### src/rtl/uart_pkg.sv
// Shared types and constants for the memory-mapped UART transmitter.
//
// Contents:
//   tx_state_t         - transmitter FSM states (IDLE, START, DATA, STOP)
//   STAT_BUSY/FULL/OVF - bit positions inside the status word
//   DEFAULT_*_ADDR     - default MMIO addresses for the TX data and status registers
package uart_pkg;

    typedef enum logic [1:0] {
        IDLE  = 2'd0,
        START = 2'd1,
        DATA  = 2'd2,
        STOP  = 2'd3
    } tx_state_t;

    localparam int STAT_BUSY = 0;
    localparam int STAT_FULL = 1;
    localparam int STAT_OVF  = 2;

    localparam logic [15:0] DEFAULT_TX_ADDR   = 16'hFF02;
    localparam logic [15:0] DEFAULT_STAT_ADDR = 16'hFF03;

endpackage

### src/rtl/sync_fifo.sv
// Single-clock first-word-fall-through FIFO.
//
// The head entry is always visible on dout, so a consumer can read and pop it
// on the same edge. Intended to be shared by the UART TX and a future UART RX.
//
// Parameters:
//   WIDTH - bits per entry
//   DEPTH - number of entries, power of 2 and at least 2
//
// Ports:
//   clock - system clock
//   reset - synchronous, active-low reset (empties the FIFO)
//   push  - write din this edge; ignored when full unless pop is also taken
//   pop   - drop the head entry this edge; ignored when empty
//   din   - data to write
//   dout  - head entry (undefined when empty)
//   full  - count == DEPTH
//   empty - count == 0
//   count - number of stored entries
module sync_fifo #(
    parameter int WIDTH = 8,
    parameter int DEPTH = 8
) (
    input  logic                     clock,
    input  logic                     reset,
    input  logic                     push,
    input  logic                     pop,
    input  logic [WIDTH-1:0]         din,
    output logic [WIDTH-1:0]         dout,
    output logic                     full,
    output logic                     empty,
    output logic [$clog2(DEPTH):0]   count
);

    localparam int AW = $clog2(DEPTH);

    logic [WIDTH-1:0] mem_q [DEPTH];
    logic [AW-1:0]    wrPtr_q, wrPtr_d;
    logic [AW-1:0]    rdPtr_q, rdPtr_d;
    logic [AW:0]      count_q, count_d;

    logic popEn;
    logic pushEn;

    // A pop only happens when something is stored. A push into a full FIFO is
    // still accepted when the head leaves on the same edge, because that frees
    // the slot the write pointer is about to reuse.
    assign popEn  = pop && !empty;
    assign pushEn = push && (!full || popEn);

    assign full  = (count_q == (AW+1)'(DEPTH));
    assign empty = (count_q == '0);
    assign count = count_q;
    assign dout  = mem_q[rdPtr_q];

    // Pointer and occupancy next-state. DEPTH is a power of 2, so the pointers
    // wrap modulo DEPTH simply by overflowing their AW bits.
    always_comb begin
        wrPtr_d = wrPtr_q;
        rdPtr_d = rdPtr_q;
        count_d = count_q;
        if (pushEn) begin
            wrPtr_d = wrPtr_q + AW'(1);
        end
        if (popEn) begin
            rdPtr_d = rdPtr_q + AW'(1);
        end
        case ({pushEn, popEn})
            2'b10:   count_d = count_q + (AW+1)'(1);
            2'b01:   count_d = count_q - (AW+1)'(1);
            default: count_d = count_q;
        endcase
    end

    // Control registers; reset empties the FIFO without touching storage.
    always_ff @(posedge clock) begin
        if (!reset) begin
            wrPtr_q <= '0;
            rdPtr_q <= '0;
            count_q <= '0;
        end else begin
            wrPtr_q <= wrPtr_d;
            rdPtr_q <= rdPtr_d;
            count_q <= count_d;
        end
    end

    // Storage array; contents are only meaningful between the pointers, so it
    // needs no reset.
    always_ff @(posedge clock) begin
        if (pushEn) begin
            mem_q[wrPtr_q] <= din;
        end
    end

endmodule

### src/rtl/mmio_uart_tx.sv
// Memory-mapped 8N1 UART transmitter.
//
// Stores to TX_ADDR queue a byte in a FIFO; the FSM pops bytes and shifts them
// out LSB first with one start and one stop bit. Reading STAT_ADDR returns
// {13'b0, overflow, full, busy}; a store to STAT_ADDR clears the sticky overflow.
//
// Ports:
//   clock      - system clock
//   reset      - synchronous, active-low reset
//   mmio_addr  - core data address
//   mmio_data  - core store data, bits [7:0] are the byte to send
//   mmio_write - one-cycle store strobe
//   mmio_rdata - status word when mmio_addr == STAT_ADDR, else 0
//   uart_tx    - registered serial line, idle high
module mmio_uart_tx
    import uart_pkg::*;
#(
    parameter int          CLK_FREQ     = 27000000,
    parameter int          BAUD         = 115200,
    parameter int          CLKS_PER_BIT = CLK_FREQ / BAUD,
    parameter logic [15:0] TX_ADDR      = DEFAULT_TX_ADDR,
    parameter logic [15:0] STAT_ADDR    = DEFAULT_STAT_ADDR,
    parameter int          FIFO_DEPTH   = 8
) (
    input  logic        clock,
    input  logic        reset,
    input  logic [15:0] mmio_addr,
    input  logic [15:0] mmio_data,
    input  logic        mmio_write,
    output logic [15:0] mmio_rdata,
    output logic        uart_tx
);

    localparam int            BW        = $clog2(CLKS_PER_BIT);
    localparam logic [BW-1:0] BAUD_LAST = BW'(CLKS_PER_BIT - 1);

    tx_state_t     state_q, state_d;
    logic [BW-1:0] baudCnt_q, baudCnt_d;
    logic [2:0]    bitIdx_q, bitIdx_d;
    logic [7:0]    shiftReg_q, shiftReg_d;
    logic          tx_q, tx_d;
    logic          overflow_q, overflow_d;

    logic                        txPush;
    logic                        statWrite;
    logic                        fifoPop;
    logic                        fifoFull;
    logic                        fifoEmpty;
    logic [7:0]                  fifoDout;
    logic                        busy;
    logic                        baudLast;
    logic [2:0]                  bitNext;
    logic [$clog2(FIFO_DEPTH):0] unusedFifoCount;
    logic                        unusedDataBits;

    assign txPush    = mmio_write && (mmio_addr == TX_ADDR);
    assign statWrite = mmio_write && (mmio_addr == STAT_ADDR);
    assign fifoPop   = (state_q == IDLE) && !fifoEmpty;
    assign busy      = (state_q != IDLE) || !fifoEmpty;
    assign baudLast  = (baudCnt_q == BAUD_LAST);
    assign bitNext   = bitIdx_q + 3'd1;
    assign uart_tx   = tx_q;

    assign unusedDataBits = ^mmio_data[15:8];

    sync_fifo #(
        .WIDTH (8),
        .DEPTH (FIFO_DEPTH)
    ) u_fifo (
        .clock (clock),
        .reset (reset),
        .push  (txPush),
        .pop   (fifoPop),
        .din   (mmio_data[7:0]),
        .dout  (fifoDout),
        .full  (fifoFull),
        .empty (fifoEmpty),
        .count (unusedFifoCount)
    );

    // Sticky overflow. A dropped byte is one pushed while full with no pop on
    // the same edge. The set is evaluated after the clear so a drop that
    // coincides with a status store still leaves the flag raised.
    always_comb begin
        overflow_d = overflow_q;
        if (statWrite) begin
            overflow_d = 1'b0;
        end
        if (txPush && fifoFull && !fifoPop) begin
            overflow_d = 1'b1;
        end
    end

    // Transmit FSM next-state. tx_d is the line level for the state being
    // entered, so uart_tx comes straight from a flop and changes exactly on the
    // edge the state changes. The baud counter restarts at every bit boundary.
    always_comb begin
        state_d    = state_q;
        baudCnt_d  = baudCnt_q;
        bitIdx_d   = bitIdx_q;
        shiftReg_d = shiftReg_q;
        tx_d       = tx_q;
        case (state_q)
            IDLE: begin
                tx_d = 1'b1;
                if (!fifoEmpty) begin
                    shiftReg_d = fifoDout;
                    baudCnt_d  = '0;
                    bitIdx_d   = 3'd0;
                    state_d    = START;
                    tx_d       = 1'b0;
                end
            end
            START: begin
                if (baudLast) begin
                    baudCnt_d = '0;
                    bitIdx_d  = 3'd0;
                    state_d   = DATA;
                    tx_d      = shiftReg_q[0];
                end else begin
                    baudCnt_d = baudCnt_q + BW'(1);
                end
            end
            DATA: begin
                if (baudLast) begin
                    baudCnt_d = '0;
                    if (bitIdx_q == 3'd7) begin
                        state_d = STOP;
                        tx_d    = 1'b1;
                    end else begin
                        bitIdx_d = bitNext;
                        tx_d     = shiftReg_q[bitNext];
                    end
                end else begin
                    baudCnt_d = baudCnt_q + BW'(1);
                end
            end
            STOP: begin
                if (baudLast) begin
                    baudCnt_d = '0;
                    state_d   = IDLE;
                    tx_d      = 1'b1;
                end else begin
                    baudCnt_d = baudCnt_q + BW'(1);
                end
            end
            default: begin
                state_d   = IDLE;
                baudCnt_d = '0;
                bitIdx_d  = 3'd0;
                tx_d      = 1'b1;
            end
        endcase
    end

    // State registers. Reset returns the line high at once, even mid-frame.
    always_ff @(posedge clock) begin
        if (!reset) begin
            state_q    <= IDLE;
            baudCnt_q  <= '0;
            bitIdx_q   <= 3'd0;
            shiftReg_q <= 8'h00;
            tx_q       <= 1'b1;
            overflow_q <= 1'b0;
        end else begin
            state_q    <= state_d;
            baudCnt_q  <= baudCnt_d;
            bitIdx_q   <= bitIdx_d;
            shiftReg_q <= shiftReg_d;
            tx_q       <= tx_d;
            overflow_q <= overflow_d;
        end
    end

    // Status read port: combinational decode of the address over registered
    // state only, so it never depends on the store strobe.
    always_comb begin
        mmio_rdata = 16'h0000;
        if (mmio_addr == STAT_ADDR) begin
            mmio_rdata[STAT_BUSY] = busy;
            mmio_rdata[STAT_FULL] = fifoFull;
            mmio_rdata[STAT_OVF]  = overflow_q;
        end
    end

endmodule

### config.mk
export PLATFORM = sky130hd
export DESIGN_NAME = mmio_uart_tx
export DESIGN_NICKNAME = d
export VERILOG_FILES = /design/src/rtl/uart_pkg.sv /design/src/rtl/sync_fifo.sv /design/src/rtl/mmio_uart_tx.sv
export SDC_FILE = /design/constraint.sdc
export NUM_CORES = 1
export LEC_CHECK = 0
export CAP_MARGIN = 10
export CORE_MARGIN = 2
export CORE_UTILIZATION = 30
export CTS_CLUSTER_SIZE = 14
export DETAILED_ROUTE_END_ITERATION = 8
export MAX_ROUTING_LAYER = met4
export PLACE_DENSITY = 0.53
export SYNTH_ARGS = -nofsm -noshare
export SYNTH_HDL_FRONTEND = slang
export SYNTH_HIERARCHICAL = 1
export SYNTH_SLANG_ARGS = --single-unit
### constraint.sdc
create_clock -name clock -period 4.8 [get_ports clock]
set_input_delay 0.96 -clock clock [delete_from_list [all_inputs] [get_ports clock]]
set_output_delay 0.96 -clock clock [all_outputs]
set_load 0.05 [all_outputs]
==> results.toml <==
[status]
outcome = "completed"

[cts]
clk_latency_ps = 350
cts_tree = "done"
cts-htree-levels = 3
cts_buffers = 9
clock-root-buffer = "clkbuf_16"
clock-sinks = 100
clock_path_buffers = 2
ctsResizeCount = 0
cts_hold_buf = 0
clk_pin_slew_ps = 60
cts_setup_buffers = 0

[layout]
final_cells = 572
fin_area_sq_mm = 0.00538
antenna_cells = 0
fin_util = 0.356
nets = 428
drive_gt1_frac = 0.128
area_growth_pct = 16.7

[synthesis]
synth_async_sr_flop_share = 0
synth-seq-area-share = 0.574
yosys_warnings = 6
synth-simple-area-share = 0.113
muxShareOfSynthArea = 0.120
synth_top_family_by_area = "multiplexers"
synth_edf_count = 64
synth_compound_area_frac = 0.0771
synth-xor-area-share = 0.0266
ys_ff_latch = 100
synth_fa_ha_area_frac = 0.0397
synth_cell_types = 60
synth_area_sq_mm = 0.00461
avgSynthCellArea_sq_um = 13.5
synthCells = 340
synth-main-ff-cell = "edfxtp_1"

[place]
dp_slack_ps = 727
port_buffers = 30
gp_congestion = 0.719
place_inst = 556
place_hpwl_mm = 5.82
placed_area_sq_mm = 0.00508

[route]
dr.pass1.iters = 4
antenna_left = 0
via_count = 2704
drt-total-wl_mm = 8.57
drtIter0Drc = 221
avgViaCountPerCell = 4.73
wl_per_cell_microns = 15.0
drc = 0

[sta]
rsz0062_at_grt = "false"
slew_headroom = 0.323
hold_viol_final = 0
finalSetupViolations = 0
skew_ps = 6.52
period_share = 0.840
period_minus_slack_ps = 4030
max_clock_freq_mhz = 248
report.final.slew_viol_count = 0
worst_slack_ps = 766
setup_tns_ps = 0
worst_pin_slew_ps = 1010

[die]
die_area_sq_mm = 0.0164
design.core.area_sq_mm = 0.0151
rows = 45
die_w_microns = 128
die_y_microns = 128
io_pins = 52
start_util = 0.305

[hold_path]
holdCritStartpoint = "shiftReg_q[2]"
worstHoldPathType = "flip-flop to flip-flop"

[worst_setup_path]
critPathLaunchType = "input pin"
path_class = "input pin to output pin"
crit_chain = "clkdlybuf4s50_1 -> nor4b_1 -> nand2_1 -> nor3_1 -> and2_1 -> clkdlybuf4s50_1"
cp_max_fo = 2
cp.arrival_ps = 3070
r2r_start = "u_fifo/count[1]"
crit_family = "buffers and inverters"
critPathRequiredTime_ps = 3840
slowest_delay_ps = 800
crit_path_end_kind = "output pin"
critPathBufInv = 2
path_common_cell = "clkdlybuf4s50_1"
cp-startpoint = "mmio_addr[3]"
slowest_stage = "clkdlybuf4s50_1"

[global_route]
grt_first_pass_wirelength_mm = 13.8
grt_max_degree = 22
grt-ovfl-total = 0
grt_pass1_vias = 2689
antenna_found_initial = 0
grt_usage = 0.115

[power]
power_density_mw_per_mm2 = 337
irDropWorstVdd_v = 0.000244
leakage_nw = 1.79

[job]
maxCapViolCount = 0
[worst min-delay path, delay by kind of cell, from the launching register on]
family,cells,cell delay (ps)
compound gates,1,60
flops,1,310
simple gates,1,50
[layer usage]
metal	vias up	GRT usage	routed length [microns]
met5	-	-	0
met4	0	0.0356	114
met3	11	0.0426	451
met2	57	0.188	4160
met1	1311	0.133	3830
li1	1325	-	-
[power breakdown]
part	total [mW]	leakage (nW)	switching, mW	internal, mW
logic	0.148	0.781	0.0932	0.0547
clock network	0.730	0.143	0.324	0.407
registers	0.935	0.865	0.0114	0.923
[area by class of cell]
type,instances,area (sq um)
Clock buffer,9,225
Clock inverter,7,73.8
Fill cell,1464,9710
Inverter,12,45.0
Multi-Input combinational cell,216,1780
Sequential cell,100,2640
Tap cell,188,235
Timing Repair Buffer,40,375
[final timing paths]
path	endpoint	slack (ps)	cells after the start
min reg2reg	shiftReg_q[2]	470	2
min	shiftReg_q[2]	470	2
max	mmio_rdata[1]	770	6
max reg2reg	u_fifo/count[3]	1150	13
[cell families after synthesis]
logic type | after synthesis
flops | 100
simple gates | 100
compound gates | 46
buf+inv | 36
mux | 29
fa+ha+maj | 14
xor+xnor | 14
other cells | 1
[cells in the mapped netlist, drive strengths merged, types with 4 or more instances]
| cell | number | area [sq um] |
|---|---|---|
| ha | 13 | 163 |
| mux2 | 8 | 90.1 |
| mux2i | 4 | 40.0 |
| and2 | 8 | 51.3 |
| nand4 | 9 | 56.3 |
| nor2 | 24 | 90.1 |
| buf | 19 | 154 |
| nor3 | 7 | 35.0 |
| edfxtp | 64 | 1920 |
| a21boi | 13 | 97.6 |
| inv | 11 | 41.3 |
| o21ai | 10 | 65.1 |
| dfxtp | 36 | 721 |
| xor2 | 9 | 78.8 |
| nand2 | 25 | 93.8 |
| nand3 | 5 | 25.0 |
| clkbuf | 5 | 31.3 |
| a21oi | 8 | 47.6 |
| xnor2 | 5 | 43.8 |
| nand2b | 5 | 31.3 |
| mux4 | 17 | 420 |
[per-stage QoR]
| step | power (mW) | hold slack (ps) |
|---|---|---|
| floorplan | 1.06 | 440 |
| global placement | 1.10 | 461 |
| detailed placement | 1.10 | 464 |
| CTS | 1.84 | 473 |
| global route | 1.89 | 495 |
| finish | 1.81 | 466 |
[state kept, by name (all words and copies together), names as in the netlist, named ones only]
name and flops:
uart_tx 1, shiftReg_q 8, state_q 2, u_fifo/count 4
overflow_q 1, u_fifo/wrPtr_q 3, u_fifo/rdPtr_q 3, baudCnt_q 8
bitIdx_q 3, u_fifo/mem_q 64
[cells in the final DEF, fill, tap and decap left out, types with 5 or more instances in the layout]
master / count
dfxtp_1: 36
nand2b_1: 5
buf_4: 10
clkbuf_16: 9
conb_1: 13
ha_1: 13
mux2_2: 8
inv_1: 11
xnor2_1: 5
mux4_1: 10
a21oi_1: 6
clkdlybuf4s50_1: 30
nand2_1: 25
nor2_1: 24
nand3_1: 5
a21boi_0: 12
nand4_1: 9
edfxtp_1: 64
mux4_2: 7
nor3_1: 7
and2_1: 7
o21ai_0: 7
xor2_1: 9
No activity file was read; power rests on OpenSTA's default activity.
